===== src/rtl/bitop_pkg.sv =====
// Shared op codes, FSM state type and width helper for the flag-datapath scheduler.
package bitop_pkg;

    localparam logic [2:0] OP_OR   = 3'd0;
    localparam logic [2:0] OP_NOT  = 3'd1;
    localparam logic [2:0] OP_EQ   = 3'd2;
    localparam logic [2:0] OP_MUX  = 3'd3;
    localparam logic [2:0] OP_ANDR = 3'd4;
    localparam logic [2:0] OP_CLR  = 3'd5;
    localparam logic [2:0] OP_AND  = 3'd6;
    localparam logic [2:0] OP_INV  = 3'd7;

    typedef enum logic [1:0] {
        IDLE = 2'd0,
        EXEC = 2'd1,
        WB   = 2'd2
    } state_t;

    function automatic int unsigned clog2(input int unsigned n);
        int unsigned r;
        r = 0;
        while ((32'd1 << r) < n) r++;
        return r;
    endfunction

endpackage


===== src/rtl/bitop_sched_arb.sv =====
// Combinational round-robin arbiter: first requester at or after ptr wins, wrapping around.
module rr_arbiter
    import bitop_pkg::*;
#(
    parameter int unsigned NREQ = 4,
    localparam int unsigned PW = clog2(NREQ)
) (
    input  logic [NREQ-1:0] req,
    input  logic [PW-1:0]   ptr,
    output logic [NREQ-1:0] gnt,
    output logic [PW-1:0]   idx
);

    logic found;

    // Two passes (ptr..NREQ-1, then 0..ptr-1) avoid a modulo on the index.
    always_comb begin
        gnt   = '0;
        idx   = '0;
        found = 1'b0;
        for (int unsigned k = 0; k < NREQ; k++) begin
            if (!found && req[k] && k >= 32'(ptr)) begin
                found  = 1'b1;
                gnt[k] = 1'b1;
                idx    = PW'(k);
            end
        end
        for (int unsigned k = 0; k < NREQ; k++) begin
            if (!found && req[k] && k < 32'(ptr)) begin
                found  = 1'b1;
                gnt[k] = 1'b1;
                idx    = PW'(k);
            end
        end
    end

endmodule


===== src/rtl/bitop_sched.sv =====
// Round-robin scheduler executing single-bit logic ops on a shared flag register file.
module bitop_sched
    import bitop_pkg::*;
#(
    parameter int unsigned NREQ = 4,
    parameter int unsigned REGS = 8,
    localparam int unsigned IDX_W = clog2(REGS)
) (
    input  logic                  CLK,
    input  logic                  RST,
    input  logic [NREQ-1:0]       req_i,
    input  logic [3*NREQ-1:0]     op_i,
    input  logic [IDX_W*NREQ-1:0] a_i,
    input  logic [IDX_W*NREQ-1:0] b_i,
    input  logic [IDX_W*NREQ-1:0] c_i,
    input  logic [IDX_W*NREQ-1:0] dst_i,
    output logic [NREQ-1:0]       gnt_o,
    output logic [NREQ-1:0]       done_o,
    output logic                  err_o,
    output logic [REGS-1:0]       flags_o
);

    localparam int unsigned PW = clog2(NREQ);

    state_t state_q, state_nx;
    logic capture, exec_en, wb_en;

    logic [PW-1:0]   ptr_q;
    logic [NREQ-1:0] win_oh;
    logic [PW-1:0]   win_idx;

    logic [2:0]       sel_op, op_q;
    logic [IDX_W-1:0] sel_a, sel_b, sel_c, sel_dst;
    logic [IDX_W-1:0] a_q, b_q, c_q, dst_q;
    logic             andr, reject, res_q, rej_q;

    function automatic logic logic_unit(input logic [2:0] op, input logic fa, input logic fb,
                                        input logic fc, input logic fr);
        case (op)
            OP_OR:   return fa | fb;
            OP_NOT:  return ~fa;
            OP_EQ:   return fa ~^ fb;
            OP_MUX:  return fa ? fb : fc;
            OP_ANDR: return fr;
            OP_AND:  return fa & fb;
            default: return 1'b0;
        endcase
    endfunction

    rr_arbiter #(.NREQ(NREQ)) u_arb (
        .req (req_i),
        .ptr (ptr_q),
        .gnt (win_oh),
        .idx (win_idx)
    );

    always_comb begin
        sel_op  = '0;
        sel_a   = '0;
        sel_b   = '0;
        sel_c   = '0;
        sel_dst = '0;
        for (int unsigned k = 0; k < NREQ; k++) begin
            if (win_oh[k]) begin
                sel_op  = op_i[3*k +: 3];
                sel_a   = a_i[IDX_W*k +: IDX_W];
                sel_b   = b_i[IDX_W*k +: IDX_W];
                sel_c   = c_i[IDX_W*k +: IDX_W];
                sel_dst = dst_i[IDX_W*k +: IDX_W];
            end
        end
    end

    always_comb begin
        andr = 1'b1;
        for (int unsigned i = 0; i < REGS; i++) begin
            if (i >= 32'(a_q) && i <= 32'(b_q)) andr = andr & flags_o[i];
        end
        reject = (op_q == OP_INV) || (op_q == OP_ANDR && b_q < a_q);
    end

    always_ff @(posedge CLK) begin
        if (RST) state_q <= IDLE;
        else     state_q <= state_nx;
    end

    always_comb begin
        state_nx = state_q;
        capture  = 1'b0;
        exec_en  = 1'b0;
        wb_en    = 1'b0;
        case (state_q)
            IDLE: if (|req_i) begin
                capture  = 1'b1;
                state_nx = EXEC;
            end
            EXEC: begin
                exec_en  = 1'b1;
                state_nx = WB;
            end
            WB: begin
                wb_en    = 1'b1;
                state_nx = IDLE;
            end
            default: state_nx = IDLE;
        endcase
    end

    always_ff @(posedge CLK) begin
        if (RST) begin
            flags_o <= '0;
            gnt_o   <= '0;
            done_o  <= '0;
            err_o   <= 1'b0;
            ptr_q   <= '0;
            op_q    <= '0;
            a_q     <= '0;
            b_q     <= '0;
            c_q     <= '0;
            dst_q   <= '0;
            res_q   <= 1'b0;
            rej_q   <= 1'b0;
        end else begin
            done_o <= '0;
            err_o  <= 1'b0;
            if (capture) begin
                gnt_o <= win_oh;
                ptr_q <= (win_idx == PW'(NREQ-1)) ? '0 : win_idx + 1'b1;
                op_q  <= sel_op;
                a_q   <= sel_a;
                b_q   <= sel_b;
                c_q   <= sel_c;
                dst_q <= sel_dst;
            end
            if (exec_en) begin
                res_q <= logic_unit(op_q, flags_o[a_q], flags_o[b_q], flags_o[c_q], andr);
                rej_q <= reject;
            end
            if (wb_en) begin
                if (!rej_q) flags_o[dst_q] <= res_q;
                done_o <= gnt_o;
                err_o  <= rej_q;
                gnt_o  <= '0;
            end
        end
    end

endmodule


===== config.mk =====
export PLATFORM = sky130hd
export DESIGN_NAME = bitop_sched
export DESIGN_NICKNAME = d
export VERILOG_FILES = /design/src/rtl/bitop_pkg.sv /design/src/rtl/bitop_sched_arb.sv /design/src/rtl/bitop_sched.sv
export SDC_FILE = /design/constraint.sdc
export NUM_CORES = 1
export LEC_CHECK = 0
export ABC_AREA = 1
export CAP_MARGIN = 20
export CORE_ASPECT_RATIO = 0.6
export CORE_MARGIN = 1.5
export CORE_UTILIZATION = 50
export DETAILED_ROUTE_END_ITERATION = 8
export HOLD_SLACK_MARGIN = 0.02
export PLACE_DENSITY = 0.88
export SYNTH_ARGS = -nofsm -noshare
export SYNTH_HDL_FRONTEND = slang
export SYNTH_HIERARCHICAL = 1
export SYNTH_SLANG_ARGS = --single-unit

===== constraint.sdc =====
create_clock -name CLK -period 2.8 [get_ports CLK]
set_clock_uncertainty 0.1 [all_clocks]
set_input_delay 0.28 -clock CLK [delete_from_list [all_inputs] [get_ports CLK]]
set_output_delay 0.28 -clock CLK [all_outputs]
set_load 0.05 [all_outputs]

==> impl_metrics.tcl, run 1 <==
set metrics [dict create \
    fmax_mhz 434.0 \
    synth_flop_cell "dfxtp_1" \
    area_growth_pct 37.31 \
    drcViolationCount 0 \
    initial_core_util_pct 51.60 \
    synth_top_area_share_pct 29.46 \
    grt_max_degree 27 \
    drv_cap 0 \
    hp-class "flop to flop" \
    setup_ws_ns 0.4959 \
    crit_arrival_ns 2.43 \
    num_vias 3059 \
    worst-path-buf-inv 1 \
    status "complete, no violations" \
    p_leak_nw 1.486 \
    dpl.hpwl_um 6511 \
    pre_cts_slack_ns 0.3248 \
    rsz0062_at_grt "false" \
    cts_sinks 38 \
    first_global_vias 2814 \
    path_cells "inv_6 > o211ai_2 > nand2_2 > nor2_4 > ha_1 > or4_1 > nand4_1 > nand2_1 > a21oi_2" \
    ir_drop_v 0.0003328 \
    drtIter0Drc 291 \
    crit_family "simple AND/OR/NAND/NOR gates" \
    ys_ff_latch 38 \
    overflow 0 \
    wl_um 8243 \
    max_stage_delay_ns 0.68 \
    syn_area_um2 2582 \
    antenna_found_initial 0 \
    synth_area_per_cell_um2 6.424 \
    yosys.area.top_type "dfxtp_1" \
    maxSlewHeadroom_pct 62.46 \
    cts.path.max_buffers 2 \
    tightest_slew_ns 0.5614 \
    cts_resized 0 \
    hold_violations 0 \
    power_mw 1.968 \
    io_buffers 82 \
    die_w_um 95.78 \
    yosys_warnings 6 \
    viasPerCell 5.623 \
    worstPathRequired_ns 2.93 \
    synth_cell_type_count 34 \
    post_drt_wl_per_cell_um 15.15 \
    finalNetCount 548 \
    h-tree-depth 2 \
    cp-start-kind "flop" \
    synth_enable_flop_cells 0 \
    cts_setup_buffers 0 \
    fin_crit_sh_pct 82.29 \
    finalSetupViolCount 0 \
    cts_root_buf "clkbuf_8" \
    crit_type "flop to flop" \
    postCtsHoldBufs 0 \
    final-instance-count-excl-fill 544 \
    power_density_nw_per_um2 555.0 \
    period_minus_slack_ns 2.304 \
    die_h_um 58.67 \
    yosysSeqAreaShare_pct 29.46 \
    synth_fp_nets 473 \
    place.gp.congestion 1.006 \
    cts_tree "yes" \
    cts_buffers 5 \
    synthCells 402 \
    dr.pass1.iters 5 \
    place_inst 536 \
    coreArea_um2 5005 \
    clkTransAtPathRegs_ns 0.08 \
    async_flop_share_pct 0 \
    grt_pass1_wl_um 13370 \
    antenna_cells 0 \
    drive_above_1_share_pct 6.904 \
    slowest_stage "dfxtp_1" \
    crit_path_max_fanout 10 \
    die_area_um2 5619 \
    ant_nets 0 \
    finalSetupTns_ns 0 \
    endpoint_kind "flop" \
    std_cell_rows 20 \
    drv_slew 0 \
    netlist_top_cells_area "dfxtp_1, nand2_1, nand3_1" \
    num_io_pins 83 \
    clk_latency_ns 0.29 \
    grt_use_total_pct 31.50 \
]
-- where the power goes --
group          internal [mW]  leakage (nW)  switching (mW)  total, mW
sequential             0.597         0.312          0.0854      0.683
combinational          0.289          1.10           0.417      0.705
clock                  0.380        0.0714           0.200      0.580
total                   1.27          1.49           0.702       1.97
-- tightest hold or removal path, stage by stage (launching register included) --
cell	delay, ns
dfxtp_1	0.32
inv_1	0.06
nor2_1	0.04
-- final timing paths --
kind / to / slack (ns) / start / depth (start not counted)
hold / removal: done_o[1]$_SDFF_PP0_ / 0.36 / gnt_o[1]$_SDFFE_PP0P_ / 2
setup / recovery: res_q$_SDFFE_PP0N_ / 0.50 / a_q[0]$_SDFFE_PP0P_ / 9
hold reg to reg: done_o[1]$_SDFF_PP0_ / 0.36 / gnt_o[1]$_SDFFE_PP0P_ / 2
setup reg to reg: res_q$_SDFFE_PP0N_ / 0.50 / a_q[0]$_SDFFE_PP0P_ / 9
-- layout make-up --
| type | instances | area (µm²) |
|---|---|---|
| repair buffers | 88 | 865.8 |
| fillers | 403 | 1459 |
| inverters | 52 | 202.7 |
| clock buffers | 6 | 82.58 |
| clock inverters | 2 | 60.06 |
| multi-input cells | 292 | 1491 |
| flip-flops and latches | 38 | 760.7 |
| well taps | 66 | 82.58 |
-- sequential cells by signal, summed over array words and instances, names as in the netlist --
name / flops
flags_o: 8
done_o: 4
gnt_o: 4
a_q: 3
b_q: 3
c_q: 3
dst_q: 3
op_q: 3
ptr_q: 2
state_q: 2
err_o: 1
rej_q: 1
res_q: 1
-- cells in the mapped netlist, types with 2 or more instances --
| library cell | n |
|---|---|
| nand2_1 | 117 |
| inv_1 | 44 |
| dfxtp_1 | 38 |
| nand3_1 | 35 |
| nor2_1 | 30 |
| a21oi_1 | 28 |
| o21ai_0 | 13 |
| buf_2 | 12 |
| a31oi_1 | 9 |
| a22o_1 | 8 |
| o211ai_1 | 7 |
| o311ai_1 | 7 |
| a221oi_1 | 6 |
| inv_2 | 6 |
| ha_1 | 5 |
| nand4_1 | 5 |
| a211oi_1 | 4 |
| buf_6 | 4 |
| nand2_2 | 4 |
| nor2_4 | 3 |
| buf_4 | 2 |
| clkbuf_1 | 2 |
| nor3_1 | 2 |
-- per-stage QoR --
stage / cell area (µm²) / hold slack (ns) / util, %
CTS: 3546 / 0.3591 / 70.85
global route: 3546 / 0.3949 / 70.85
detailed placement: 3403 / 0.3508 / 68.00
global placement: 3403 / 0.3500 / 68.00
floorplan: 2582 / 0.3187 / -
finish: 3546 / 0.3603 / 70.85
-- metal layers --
metal	track usage, %	wire length (µm)	vias to the layer above
met5	0	0	-
met4	7.143	97	0
met3	6.589	755	12
met2	44.57	3367	167
met1	48.48	4021	1378
li1	-	-	1502
-- cells by family (layout without fill, tap and decap cells) --
kind of cell / after synthesis / in the layout / synth area share (%)
and+or+nand+nor: 200 / 200 / 33.19
adders and majority gates: 5 / 5 / 2.422
buffers and inverters: 72 / 148 / 12.79
DFF: 38 / 38 / 29.46
AOI/OAI and AO/OA: 87 / 87 / 22.14
-- cell usage in the layout (no fill, tap or decap), drive strengths merged --
master / n
a31oi: 9
clkbuf: 6
clkdlybuf4s50: 82
o21ai: 14
o211ai: 8
buf: 6
nand3: 36
ha: 5
a21oi: 29
o311ai: 8
a22o: 8
bufinv: 2
nor4: 1
nor2: 34
inv: 52
a211oi: 4
o41ai: 1
or4: 1
nor3: 2
a221oi: 6
nand4: 5
dfxtp: 38
nand2: 121
Note: power is estimated with default switching activity, not from simulation.
==> run 2, diff against run 1 <==
- CORE_UTILIZATION: 50 -> 42
- PLACE_DENSITY: 0.88 -> 0.79
- clock period: 2.8 -> 1.9 ns (I/O delays scaled with it)
==> impl_metrics.tcl, run 2 (synthesis gave the netlist of run 1 again) <==
set metrics [dict create \
    multi_input_area_um2 1531 \
    crit_path_max_fanout 6 \
    reg_top3 "flags_o (8), done_o (4), gnt_o (4)" \
    clk_latency_ns 0.29 \
    viasPerCell 5.342 \
    cts_tree "yes" \
    cts_buffers 5 \
    grt_pass1_wl_um 14230 \
    fmax_mhz 509.2 \
    drv_slew 0 \
    fill_cells 480 \
    cp-start-kind "flop" \
    tightest_slew_ns 0.5344 \
    overflow 0 \
    setup_ws_ns -0.06397 \
    ir_drop_v 0.0004311 \
    violations "setup timing" \
    drv_cap 0 \
    h-tree-depth 2 \
    rsz0062_at_grt "true" \
    area_growth_pct 58.14 \
    dpl_cell_area_um2 3874 \
    regArea_um2 803.3 \
    drcViolationCount 0 \
    cts_sinks 38 \
    worst_hold_slack_ns 0.3534 \
    power_mw 2.993 \
    initial_core_util_pct 44.88 \
    ant_nets 0 \
    crit_type "flop to flop" \
    p_leak_nw 1.901 \
    num_vias 3280 \
    final_common_cell "nand2_1" \
    final_cell_mix "nand2_1, clkdlybuf4s50_1, buf_4" \
    regMostFlops "flags_o" \
    crit_arrival_ns 2.10 \
    first_global_vias 2987 \
    postCtsHoldBufs 0 \
    period_minus_slack_ns 1.964 \
    power_density_nw_per_um2 733.0 \
    clkTransAtPathRegs_ns 0.08 \
    cts.path.max_buffers 2 \
    std_cell_rows 21 \
    hp-class "flop to flop" \
    finalSetupViolCount 1 \
    drtIter0Drc 276 \
    antenna_cells 0 \
    maxSlewHeadroom_pct 64.26 \
    die_w_um 104.2 \
    num_io_pins 83 \
    place.gp.congestion 0.9822 \
    grt_use_total_pct 27.21 \
    coreArea_um2 5754 \
    grt_max_degree 36 \
    die_area_um2 6644 \
    worstPathRequired_ns 2.04 \
    antenna_found_initial 0 \
    largest_reg_flops 8 \
    final_cell_area_um2 4084 \
    post_drt_wl_per_cell_um 14.81 \
    drive_above_1_share_pct 21.35 \
    endpoint_kind "flop" \
    finalNetCount 604 \
    dpl.hpwl_um 7276 \
    cts_root_buf "clkbuf_8" \
    fin_crit_sh_pct 103.4 \
    wl_um 9095 \
    die_h_um 63.74 \
    io_buffers 82 \
    status "finished with violations" \
    dr.pass1.iters 5 \
    hold_violations 0 \
]
==> run 2: changes by cell type in the layout (fill, tap and decap cells not counted), moves of 3 or more <==
cell	previous run	this run
dfxtp_2	0	4
nand2_2	4	9
nand2_1	117	112
dfxtp_1	38	24
buf_4	6	59
dlymetal6s2s_1	0	7
clkdlybuf4s50_1	82	75
inv_1	44	41
dfxtp_4	0	10
==> run 2: cell type report <==
| class | count | share of cell area, % |
|---|---|---|
| multi-input cells | 292 | 37.50 |
| repair buffers | 144 | 32.63 |
| flip-flops and latches | 38 | 19.67 |
| inverters | 52 | 5.086 |
| well taps | 80 | 2.451 |
| clock buffers | 5 | 1.685 |
| clock inverters | 3 | 0.9804 |
==> run 2: repair_timing <==
action / CTS / global route
setup buffers: 1 / 2
resized for setup: 9 / 22
endpoints found under the setup margin: 2 / 23
hold endpoints to repair: 0 / 0
pin swaps: 2 / 5
==> run 2: per-layer routing <==
metal	wire, µm	vias to the layer above	GRT usage (%)
met1	4174	1480	38.99
met2	3975	175	41.97
met4	95	0	4.688
met5	0	-	0
met3	850	16	6.531
li1	-	1609	-
==> run 2: where the power goes <==
| part | internal, mW | switching (mW) |
|---|---|---|
| Combinational | 0.628 | 0.710 |
| Clock | 0.387 | 0.299 |
| Sequential | 0.875 | 0.0947 |
| Total | 1.89 | 1.10 |
==> run 2: worst max-delay path, stage by stage (launching register included) <==
cell and delay, ns:
dfxtp_2 0.33, buf_12 0.13, nor2_4 0.11, inv_2 0.04, nand3_2 0.06, nand2_2 0.07, nor2_4 0.14, ha_4 0.21
or4_4 0.41, nand4_1 0.10, nand2_1 0.08, a21oi_2 0.11
==> run 2: final timing paths <==
kind	from	cells past startpoint	end	slack, ns
worst max register to register	a_q[0]$_SDFFE_PP0P_	11	res_q$_SDFFE_PP0N_	-0.06
worst max-delay path	a_q[0]$_SDFFE_PP0P_	11	res_q$_SDFFE_PP0N_	-0.06
worst min-delay path	gnt_o[0]$_SDFFE_PP0P_	2	done_o[0]$_SDFF_PP0_	0.35
worst min register to register	gnt_o[0]$_SDFFE_PP0P_	2	done_o[0]$_SDFF_PP0_	0.35
==> run 2: through the flow <==
stage	TNS (ns)	util, %	worst slack [ns]	instances
final	-0.06397	70.97	-0.06397	614
after global routing	-0.3948	70.97	-0.1609	614
after CTS	-0.1010	69.56	-0.08676	612
after detailed placement	-2.304	67.32	-0.2205	603
after global placement	-1.503	67.32	-0.1276	603
after floorplan	-0.01040	-	-0.01040	402
